==> src/rtl/pwm_seg_pkg.sv <==
// Shared constants and helpers for the PWM 7-segment receive checker.
// Segment order is gfedcba, bit 0 = segment a.
package pwm_seg_pkg;

    localparam logic [6:0] SEG_DIGIT [0:9] = '{
        7'h3F, 7'h06, 7'h5B, 7'h4F, 7'h66, 7'h6D, 7'h7D, 7'h07, 7'h7F, 7'h6F
    };

    localparam logic [3:0] BCD_INVALID = 4'hF;

    // Level k is reached once on-time crosses the midpoint between duty (k-1)/7 and k/7.
    function automatic logic [63:0] thresh(input int unsigned k, input int unsigned period);
        return ((64'(k) * 64'd2 - 64'd1) * 64'(period)) / 64'd14;
    endfunction

endpackage

==> src/rtl/seg7_to_bcd.sv <==
// Registered segment-pattern to BCD lookup; updates only when en_i is high.
module seg7_to_bcd
    import pwm_seg_pkg::*;
(
    input  logic       clk_i,
    input  logic       rst_ni,
    input  logic       en_i,
    input  logic [6:0] pattern_i,
    output logic [3:0] bcd_o,
    output logic       valid_o
);

    logic [3:0] bcd_d, bcd_q;
    logic       valid_d, valid_q;

    always_comb begin
        bcd_d   = BCD_INVALID;
        valid_d = 1'b0;
        for (int i = 0; i < 10; i++) begin
            if (pattern_i == SEG_DIGIT[i]) begin
                bcd_d   = 4'(i);
                valid_d = 1'b1;
            end
        end
    end

    always_ff @(posedge clk_i or negedge rst_ni) begin
        if (!rst_ni) begin
            bcd_q   <= BCD_INVALID;
            valid_q <= 1'b0;
        end else if (en_i) begin
            bcd_q   <= bcd_d;
            valid_q <= valid_d;
        end
    end

    assign bcd_o   = bcd_q;
    assign valid_o = valid_q;

endmodule

==> src/rtl/pwm_seg_decoder.sv <==
// Receive-side monitor for a PWM-dimmed 7-segment bus: measures on-time and lit
// segments over a free-running window of one PWM period and recovers level and digit.
module pwm_seg_decoder
    import pwm_seg_pkg::*;
#(
    parameter int unsigned CLK_FREQ    = 125_000_000,
    parameter int unsigned PWM_FREQ    = 1000,
    parameter int unsigned SYNC_STAGES = 2
) (
    input  logic       clk,
    input  logic       reset,
    input  logic [7:0] seg_pwm_in,
    output logic [2:0] level_out,
    output logic [6:0] pattern_out,
    output logic [3:0] bcd_out,
    output logic       bcd_valid,
    output logic       sample_valid,
    output logic       level_changed
);

    localparam int unsigned PERIOD = CLK_FREQ / PWM_FREQ;
    localparam int unsigned CW     = (PERIOD > 1) ? $clog2(PERIOD) : 1;
    localparam int unsigned OW     = $clog2(PERIOD + 1);

    logic [7:0]    sync_q [SYNC_STAGES];
    logic [7:0]    s;
    logic          on;
    logic          win_end;
    logic [CW-1:0] cnt_q;
    logic [OW-1:0] on_cnt_q, on_final;
    logic [6:0]    acc_q, acc_final;
    logic [2:0]    level_d, level_q;
    logic [6:0]    pattern_q;
    logic          sample_valid_q, level_changed_q;
    logic          unused_dp;

    always_ff @(posedge clk or negedge reset) begin
        if (!reset) begin
            for (int i = 0; i < SYNC_STAGES; i++) sync_q[i] <= '0;
        end else begin
            sync_q[0] <= seg_pwm_in;
            for (int i = 1; i < SYNC_STAGES; i++) sync_q[i] <= sync_q[i-1];
        end
    end

    assign s         = sync_q[SYNC_STAGES-1];
    assign unused_dp = s[7];
    assign on        = |s[6:0];
    assign win_end   = (cnt_q == CW'(PERIOD - 1));

    // Final-cycle sample is folded in before the window results are latched.
    assign on_final  = on_cnt_q + OW'(on);
    assign acc_final = acc_q | s[6:0];

    always_comb begin
        level_d = 3'd0;
        for (int unsigned k = 1; k <= 7; k++) begin
            if (64'(on_final) >= thresh(k, PERIOD)) level_d = level_d + 3'd1;
        end
    end

    always_ff @(posedge clk or negedge reset) begin
        if (!reset) begin
            cnt_q           <= '0;
            on_cnt_q        <= '0;
            acc_q           <= '0;
            level_q         <= '0;
            pattern_q       <= '0;
            sample_valid_q  <= 1'b0;
            level_changed_q <= 1'b0;
        end else begin
            sample_valid_q <= win_end;
            if (win_end) begin
                cnt_q           <= '0;
                on_cnt_q        <= '0;
                acc_q           <= '0;
                level_q         <= level_d;
                pattern_q       <= acc_final;
                level_changed_q <= (level_d != level_q);
            end else begin
                cnt_q           <= cnt_q + CW'(1);
                on_cnt_q        <= on_final;
                acc_q           <= acc_final;
                level_changed_q <= 1'b0;
            end
        end
    end

    // Lookup is fed the final accumulator value so it lands together with the other outputs.
    seg7_to_bcd u_seg7_to_bcd (
        .clk_i     (clk),
        .rst_ni    (reset),
        .en_i      (win_end),
        .pattern_i (acc_final),
        .bcd_o     (bcd_out),
        .valid_o   (bcd_valid)
    );

    assign level_out     = level_q;
    assign pattern_out   = pattern_q;
    assign sample_valid  = sample_valid_q;
    assign level_changed = level_changed_q;

endmodule

==> config.mk <==
export PLATFORM = sky130hd
export DESIGN_NAME = pwm_seg_decoder
export DESIGN_NICKNAME = d
export VERILOG_FILES = /design/src/rtl/pwm_seg_pkg.sv /design/src/rtl/seg7_to_bcd.sv /design/src/rtl/pwm_seg_decoder.sv
export SDC_FILE = /design/constraint.sdc
export NUM_CORES = 1
export LEC_CHECK = 0
export CAP_MARGIN = 20
export CORE_MARGIN = 5
export CORE_UTILIZATION = 59
export CTS_CLUSTER_SIZE = 10
export DETAILED_ROUTE_END_ITERATION = 7
export HOLD_SLACK_MARGIN = 0.15
export MAX_ROUTING_LAYER = met4
export PLACE_DENSITY = 0.82
export RECOVER_POWER = 50
export SYNTH_ARGS = -nofsm -noshare
export SYNTH_HDL_FRONTEND = slang
export SYNTH_SLANG_ARGS = --single-unit
==> constraint.sdc <==
create_clock -name clk -period 8.4 [get_ports clk]
set_input_delay 1.68 -clock clk [delete_from_list [all_inputs] [get_ports clk]]
set_output_delay 1.68 -clock clk [all_outputs]
set_load 0.02 [all_outputs]
==> metrics <==
status=complete, but fails checks; failing checks=capacitance limit, slew limit; hold_buf cts=0; worst endpoint required time=8.60 ns; Core Rows=30; Mapped Area=0.00414 mm²; # DRC=0; Worst VDD drop=0.203 mV; Rel. slew slack=-142%; Final Critical Period=6.99 ns; HP Class=flip-flop to flip-flop; placed instance area=0.00443 mm²; cell count after synthesis=435; antenna violations before repair=0; global router's overall resource usage=21.9%; CP endpoint kind=flip-flop; post-route ant nets=0; Routed WL per cell=15.8 µm; Clock Tree Buf Depth=2; share of layout cells above drive strength 1=8.28%; pwr dens=191 mW/mm²; global-route wire length before repair=14.8 mm; final hold viol count=0; Max Clk Rate=143 MHz; yosys warns=0; startpoint types=flip-flop; Leak Pwr=1.94 nW; Avg Cell Area, Syn=9.51 µm²; TNS Setup=0 ns; CTS tree=done; Pre-Repair DR Iteration Count=4; power share of the combinational group=17.3%; clock network power share=35.0%; skew final=0.00869 ns; Inserted Clock Buffers=9; vias per cell=5.96; Net Sw Frac=32.6%; CTS sink count=72; register share of total power=47.6%; Async S/R FF share, synth=100%; Tcrit/Tclk final=83.2%; global route total overflow=0; wire length on met1=3.92 mm; diode count=0; Final Max Slew Viols=73; chip width=93.7 µm; uppermost routed layer=met4; total vias in the final route=3307; Net Sw Power=0.000289 W; Critical Path Max Stage Delay=0.59 ns; CTS HTree Levels=3; # setup viols final=0; worst skew pair latency=0.36 ns; Clk pin slew, worst setup/hold paths=0.09 ns; met3 WL post-DR=363 µm; I/O Buffers=25; io pins=27; CP dominant cell by count=ha_1; area of the multi-input gates=0.00220 mm²; Post-Route WL=8.77 mm; Cell variety after synth=71; Seq/Total Area, Yosys=43.7%; cts repair resizes=0; gp weighted congestion=0.991; Slowest-stage cell, CP=ha_1; fill count=522; largest net degree at the start of global routing=73; met2 wire len=4.35 mm; die area=0.00879 mm²; Max FO, Critical Path=13; max-cap viol count=1; fin nets=474; Tightest Pin Transition=3.63 ns; Core Region=0.00679 mm²; number of enable flip-flop cells after synthesis=0; Seq. cell area=0.00181 mm²; vias in the first global route=3206; syn nets=455; crit path DAT=7.19 ns; Starting DRT DRC Count=185; RSZ-0062 raised after global routing=no; CTS Root Cell=clkbuf_8; #FFs+latches synth=72; DIE HEIGHT=93.7 µm; HPWL after DPL=6.14 mm; ys flop type=dfrtp_1; Initial Util=60.9%; critical path class=flip-flop to flip-flop; internal power=0.000597 W; design area=0.00464 mm²; Post-CTS Setup Bufs=0; Synth-to-Final Area Change=12.2%
==> Yosys cell counts (3+ instances only) <==
master	n	area, µm²
a211oi_1	3	22.5
a21boi_0	3	22.5
a21oi_1	11	55.1
a311oi_1	3	26.3
a31oi_1	5	31.3
and2_1	6	37.5
and3_1	5	31.3
and4_1	3	26.3
and4b_1	3	30.0
buf_2	6	30.0
clkbuf_1	9	33.8
dfrtp_1	68	1700
dfstp_2	4	105
ha_1	10	125
inv_1	9	33.8
nand2_1	39	146
nand3_1	17	85.1
nand3b_1	3	22.5
nand4_1	10	62.6
nor2_1	62	233
nor2b_1	8	50.1
nor3_1	13	65.1
nor4_1	11	68.8
nor4_2	3	37.5
o21ai_0	17	85.1
o21ai_1	3	15.0
o31ai_1	7	52.6
xnor2_1	19	166
xor2_1	23	201
==> kinds of logic (layout without fill, tap and decap cells) <==
| logic type | count (synthesis) | in the layout | share of synthesized area (%) |
|---|---|---|---|
| adder cells (fa/ha/maj) | 10 | 10 | 3.02 |
| AND/OR/NAND/NOR | 200 | 200 | 26.1 |
| XOR/XNOR | 44 | 44 | 10.0 |
| multiplexers | 1 | 1 | 0.272 |
| flip-flops | 72 | 72 | 43.7 |
| buffers and inverters | 28 | 52 | 3.08 |
| AO/OA/AOI/OAI | 80 | 80 | 13.8 |
==> power by group through the flow <==
| stage | logic [W] | registers, W | clock network [W] |
|---|---|---|---|
| after floorplan | 0.000162 | 0.000386 | 0 |
| after global placement | 0.000149 | 0.000425 | 0 |
| after detailed placement | 0.000151 | 0.000427 | 0 |
| after CTS | 0.000152 | 0.000421 | 0.000314 |
| after global routing | 0.000172 | 0.000427 | 0.000329 |
| final | 0.000154 | 0.000422 | 0.000310 |
==> worst max-delay path, delay by kind of cell, from the launching register on <==
| family | cells | cell delay (ns) |
|---|---|---|
| AO/OA/AOI/OAI | 11 | 2.36 |
| adder cells (fa/ha/maj) | 6 | 1.98 |
| AND/OR/NAND/NOR | 10 | 1.08 |
| XOR/XNOR | 4 | 0.96 |
| flip-flops | 1 | 0.38 |
| buffers and inverters | 1 | 0.06 |
==> stage by stage <==
step | util [%] | setup slack (ns) | std cells | total power (W) | hold WS (ns)
global route | 68.3 | 0.834 | 555 | 0.000929 | 0.363
floorplan | - | 2.59 | 435 | 0.000548 | 0.331
CTS | 68.5 | 1.44 | 555 | 0.000887 | 0.350
global placement | 65.2 | 1.62 | 539 | 0.000574 | 0.332
detailed placement | 65.2 | 1.50 | 539 | 0.000578 | 0.335
finish | 68.3 | 1.41 | 555 | 0.000886 | 0.350
==> registers in the layout, indices dropped and copies added, names as in the netlist <==
| signal | cells |
|---|---|
| level_out | 3 |
| pattern_out | 7 |
| u_seg7_to_bcd.bcd_o | 4 |
| sample_valid | 1 |
| acc_q | 7 |
| on_cnt_q | 17 |
| s | 7 |
| level_changed | 1 |
| sync_q | 7 |
| u_seg7_to_bcd.valid_o | 1 |
| cnt_q | 17 |
==> layer usage <==
layer	vias to the layer above	global-route usage [%]
li1	1607	-
met1	1603	28.1
met2	79	33.7
met3	18	3.85
met4	0	10.5
met5	-	-
==> cells in the final DEF, fill, tap and decap left out, types with 4 or more instances in the layout <==
cell,n
inv_1,9
dfstp_2,4
dlygate4sd3_1,7
nor3_1,13
a21oi_1,11
a31oi_1,5
nor2b_1,8
nand3_1,17
ha_1,10
clkdlybuf4s50_1,17
o31ai_1,7
and3_1,5
nor4_1,11
o21ai_0,17
nand4_1,10
clkbuf_8,9
dfrtp_1,68
and2_1,5
xnor2_1,19
xor2_1,23
nand2_1,39
nor2_1,62
==> cell type report <==
type,count,share of cell area [%]
timing repair buffer,27,5.44
sequential,72,38.9
clock buffer,9,2.67
clock inverter,7,2.21
multi-input combinational,335,47.4
inverter,9,0.728
tap,96,2.59
==> path summary, 6_finish.rpt <==
check,end,startpoint,cells after the start,slack (ns)
max in group asynchronous,on_cnt_q[7]$_DFF_PN0_,reset,2,3.71
min,s[3]$_DFF_PN0_,sync_q[11]$_DFF_PN0_,0,0.35
min reg2reg,s[3]$_DFF_PN0_,sync_q[11]$_DFF_PN0_,0,0.35
max,level_changed$_DFF_PN0_,s[4]$_DFF_PN0_,32,1.41
min in group asynchronous,pattern_out[3]$_DFFE_PN0P_,reset,2,2.65
max reg2reg,level_changed$_DFF_PN0_,s[4]$_DFF_PN0_,32,1.41
Note: power is estimated with default switching activity, not from simulation.
==> patch (config.mk and constraints unchanged) <==
Add an input register stage for `seg_pwm_in`, with the module's reset; this delays it by one clock.
--- a/src/rtl/pwm_seg_decoder.sv
+++ b/src/rtl/pwm_seg_decoder.sv
@@ -22,6 +22,16 @@
     localparam int unsigned CW     = (PERIOD > 1) ? $clog2(PERIOD) : 1;
     localparam int unsigned OW     = $clog2(PERIOD + 1);
 
+    logic [7:0] seg_pwm_q;
+
+    always_ff @(posedge clk or negedge reset) begin
+        if (!reset) begin
+            seg_pwm_q <= '0;
+        end else begin
+            seg_pwm_q <= seg_pwm_in;
+        end
+    end
+
     logic [7:0]    sync_q [SYNC_STAGES];
     logic [7:0]    s;
     logic          on;
@@ -38,7 +48,7 @@
         if (!reset) begin
             for (int i = 0; i < SYNC_STAGES; i++) sync_q[i] <= '0;
         end else begin
-            sync_q[0] <= seg_pwm_in;
+            sync_q[0] <= seg_pwm_q;
             for (int i = 1; i < SYNC_STAGES; i++) sync_q[i] <= sync_q[i-1];
         end
     end
Formal check against the unedited RTL: same outputs for any inputs over 10 cycles, from zero or initial values and one cycle with reset low; that may be too few to reach the edited logic, so the function may still have changed.
==> patch against the unedited design <==
- non-clock buffer count fell by 1
- largest power group unchanged
- largest cell class unchanged
- area after synthesis rose by 6.5%
- total power rose by 6.4%
- maximum frequency fell by 1.5%
- sequential cell count rose by 7
- the flow still finishes with violations (max-capacitance violations, max-slew violations)
- setup slack got worse by 0.11 ns
- cell area rose by 5.7%
- clock power fell by 5%
- wire length rose by 9.6%
==> patch: results (changes against the unedited design) <==
[routing]
wl_um = 9610  ; +9.6%
drt-initial-drc-count = 199  ; +7.6%
num_vias = 3554  ; +7.5%
first_pass_iters = 5  ; +1

[critical_path]
critPathArrivalTime_ns = 7.34  ; +0.15 ns
crit_slowest_cell = ha_1
cp_top_family = simple AND/OR/NAND/NOR gates
critPathMaxStageDelay_ns = 0.53  ; -0.06 ns
crit_fanout = 15  ; +2

[job]
maxCapViolCount = 1  ; unchanged

[final_layout]
fillers = 581  ; +11%
fin_nets = 499  ; +5.3%
drive_above_1_share = 0.0826  ; -0.000144
fin_cells = 583  ; +5.0%

[place]
io_buffer_count = 25  ; unchanged
dp.cells = 567  ; +5.2%
place.gp.congestion = 0.950  ; -4.1%
preCtsSetupSlack_ns = 1.44  ; -0.0630 ns
dp_hpwl_um = 6740  ; +9.7%
placed_area_um2 = 4700  ; +6.2%

[clocking]
cts_root_buffer = clkbuf_8
cts_htree_levels = 3  ; unchanged
cts_setup_buffers = 0  ; unchanged

[logic_synthesis]
ys_top_cells_by_area = dfrtp_1 (43%), nor2_1 (5.8%), xnor2_1 (3.8%)
synthAdderAreaFrac = 0.0284  ; -0.00186
ys_types = 74  ; +4.2%
muxShareOfSynthArea = 0.0148  ; +0.0120
async_flop_share = 1.00  ; unchanged
syn_avg_cell_area_um2 = 9.56  ; +0.53%
synth_xor_area_frac = 0.0911  ; -0.00928
yosys_warnings = 0  ; unchanged
synth-seq-area-share = 0.450  ; +0.0130
synth-compound-area-share = 0.144  ; +0.00602
synth.top_cells.by_count = dfrtp_1 (75), nor2_1 (68), nand2_1 (27), a21oi_1 (24), nand3_1 (22)
syn_nets = 481  ; +5.7%

[sta]
worstMarginPinSlew_ns = 3.89  ; +0.259 ns
drv_slew = 80  ; +9.6%
finClkSkew_ns = 0.0171  ; +0.00839 ns

[pwr]
peakVddDrop_mv = 0.185  ; -8.8%
switching_share = 0.338  ; +0.0119
p_leak_uw = 0.00204  ; +5.0%

[grt]
grt_max_degree = 80  ; +9.6%
grt_pass1_vias = 3458  ; +7.9%
grt_pass1_wl_um = 16500  ; +12%
grt_use_total = 0.236  ; +0.0173

[status]
status = complete, but fails checks
violations = max-capacitance violations, max-slew violations

-- patch: cell count changes in the layout (fill, tap and decap cells not counted), moves of 4 or more --
cell      change
a21oi_1      +13
nand2_1      -12
dfrtp_1       +7
o21ai_0       -7
nor2_1        +6
o31ai_1       -6
nand2b_1      +5
nand3_1       +5
nand4_1       +4
nor2b_1       -4
o21a_1        +4
xor2_1        -4
-- patch: worst paths after layout --
| path | slack (ns) | end | cells past startpoint | startpoint |
|---|---|---|---|---|
| hold reg to reg | 0.35 | s[0] | 0 | sync_q[8] |
| hold / removal | 0.35 | s[0] | 0 | sync_q[8] |
| max in group asynchronous | 3.55 | cnt_q[12] | 1 | reset |
| setup / recovery | 1.30 | level_out[2] | 33 | s[3] |
| min in group asynchronous | 2.66 | seg_pwm_q[6] | 1 | reset |
| setup reg to reg | 1.30 | level_out[2] | 33 | s[3] |
-- patch: cell type report --
class	count	area, µm²	area share
Sequential cell	79	1980	0.404
Clock buffer	9	124	0.0252
Inverter	11	41.3	0.00842
Tap cell	99	124	0.0252
Multi-Input combinational cell	352	2300	0.469
Timing Repair Buffer	26	248	0.0505
Clock inverter	7	87.6	0.0179
-- patch: per-layer routing --
layer,global-route usage,vias up,part of all wire
met3,0.0364,14,0.040
met4,0.0829,0,0.015
li1,-,1701,-
met5,-,-,0
met1,0.301,1729,0.43
met2,0.386,110,0.52
-- patch: power groups by stage --
stage / combinational (µW) / clock, µW / sequential, µW
2_1_floorplan: 184 / 0 / 424
3_3_place_gp: 190 / 0 / 453
3_5_place_dp: 197 / 0 / 455
4_1_cts: 198 / 305 / 447
5_1_grt: 220 / 323 / 455
6_report: 198 / 296 / 449
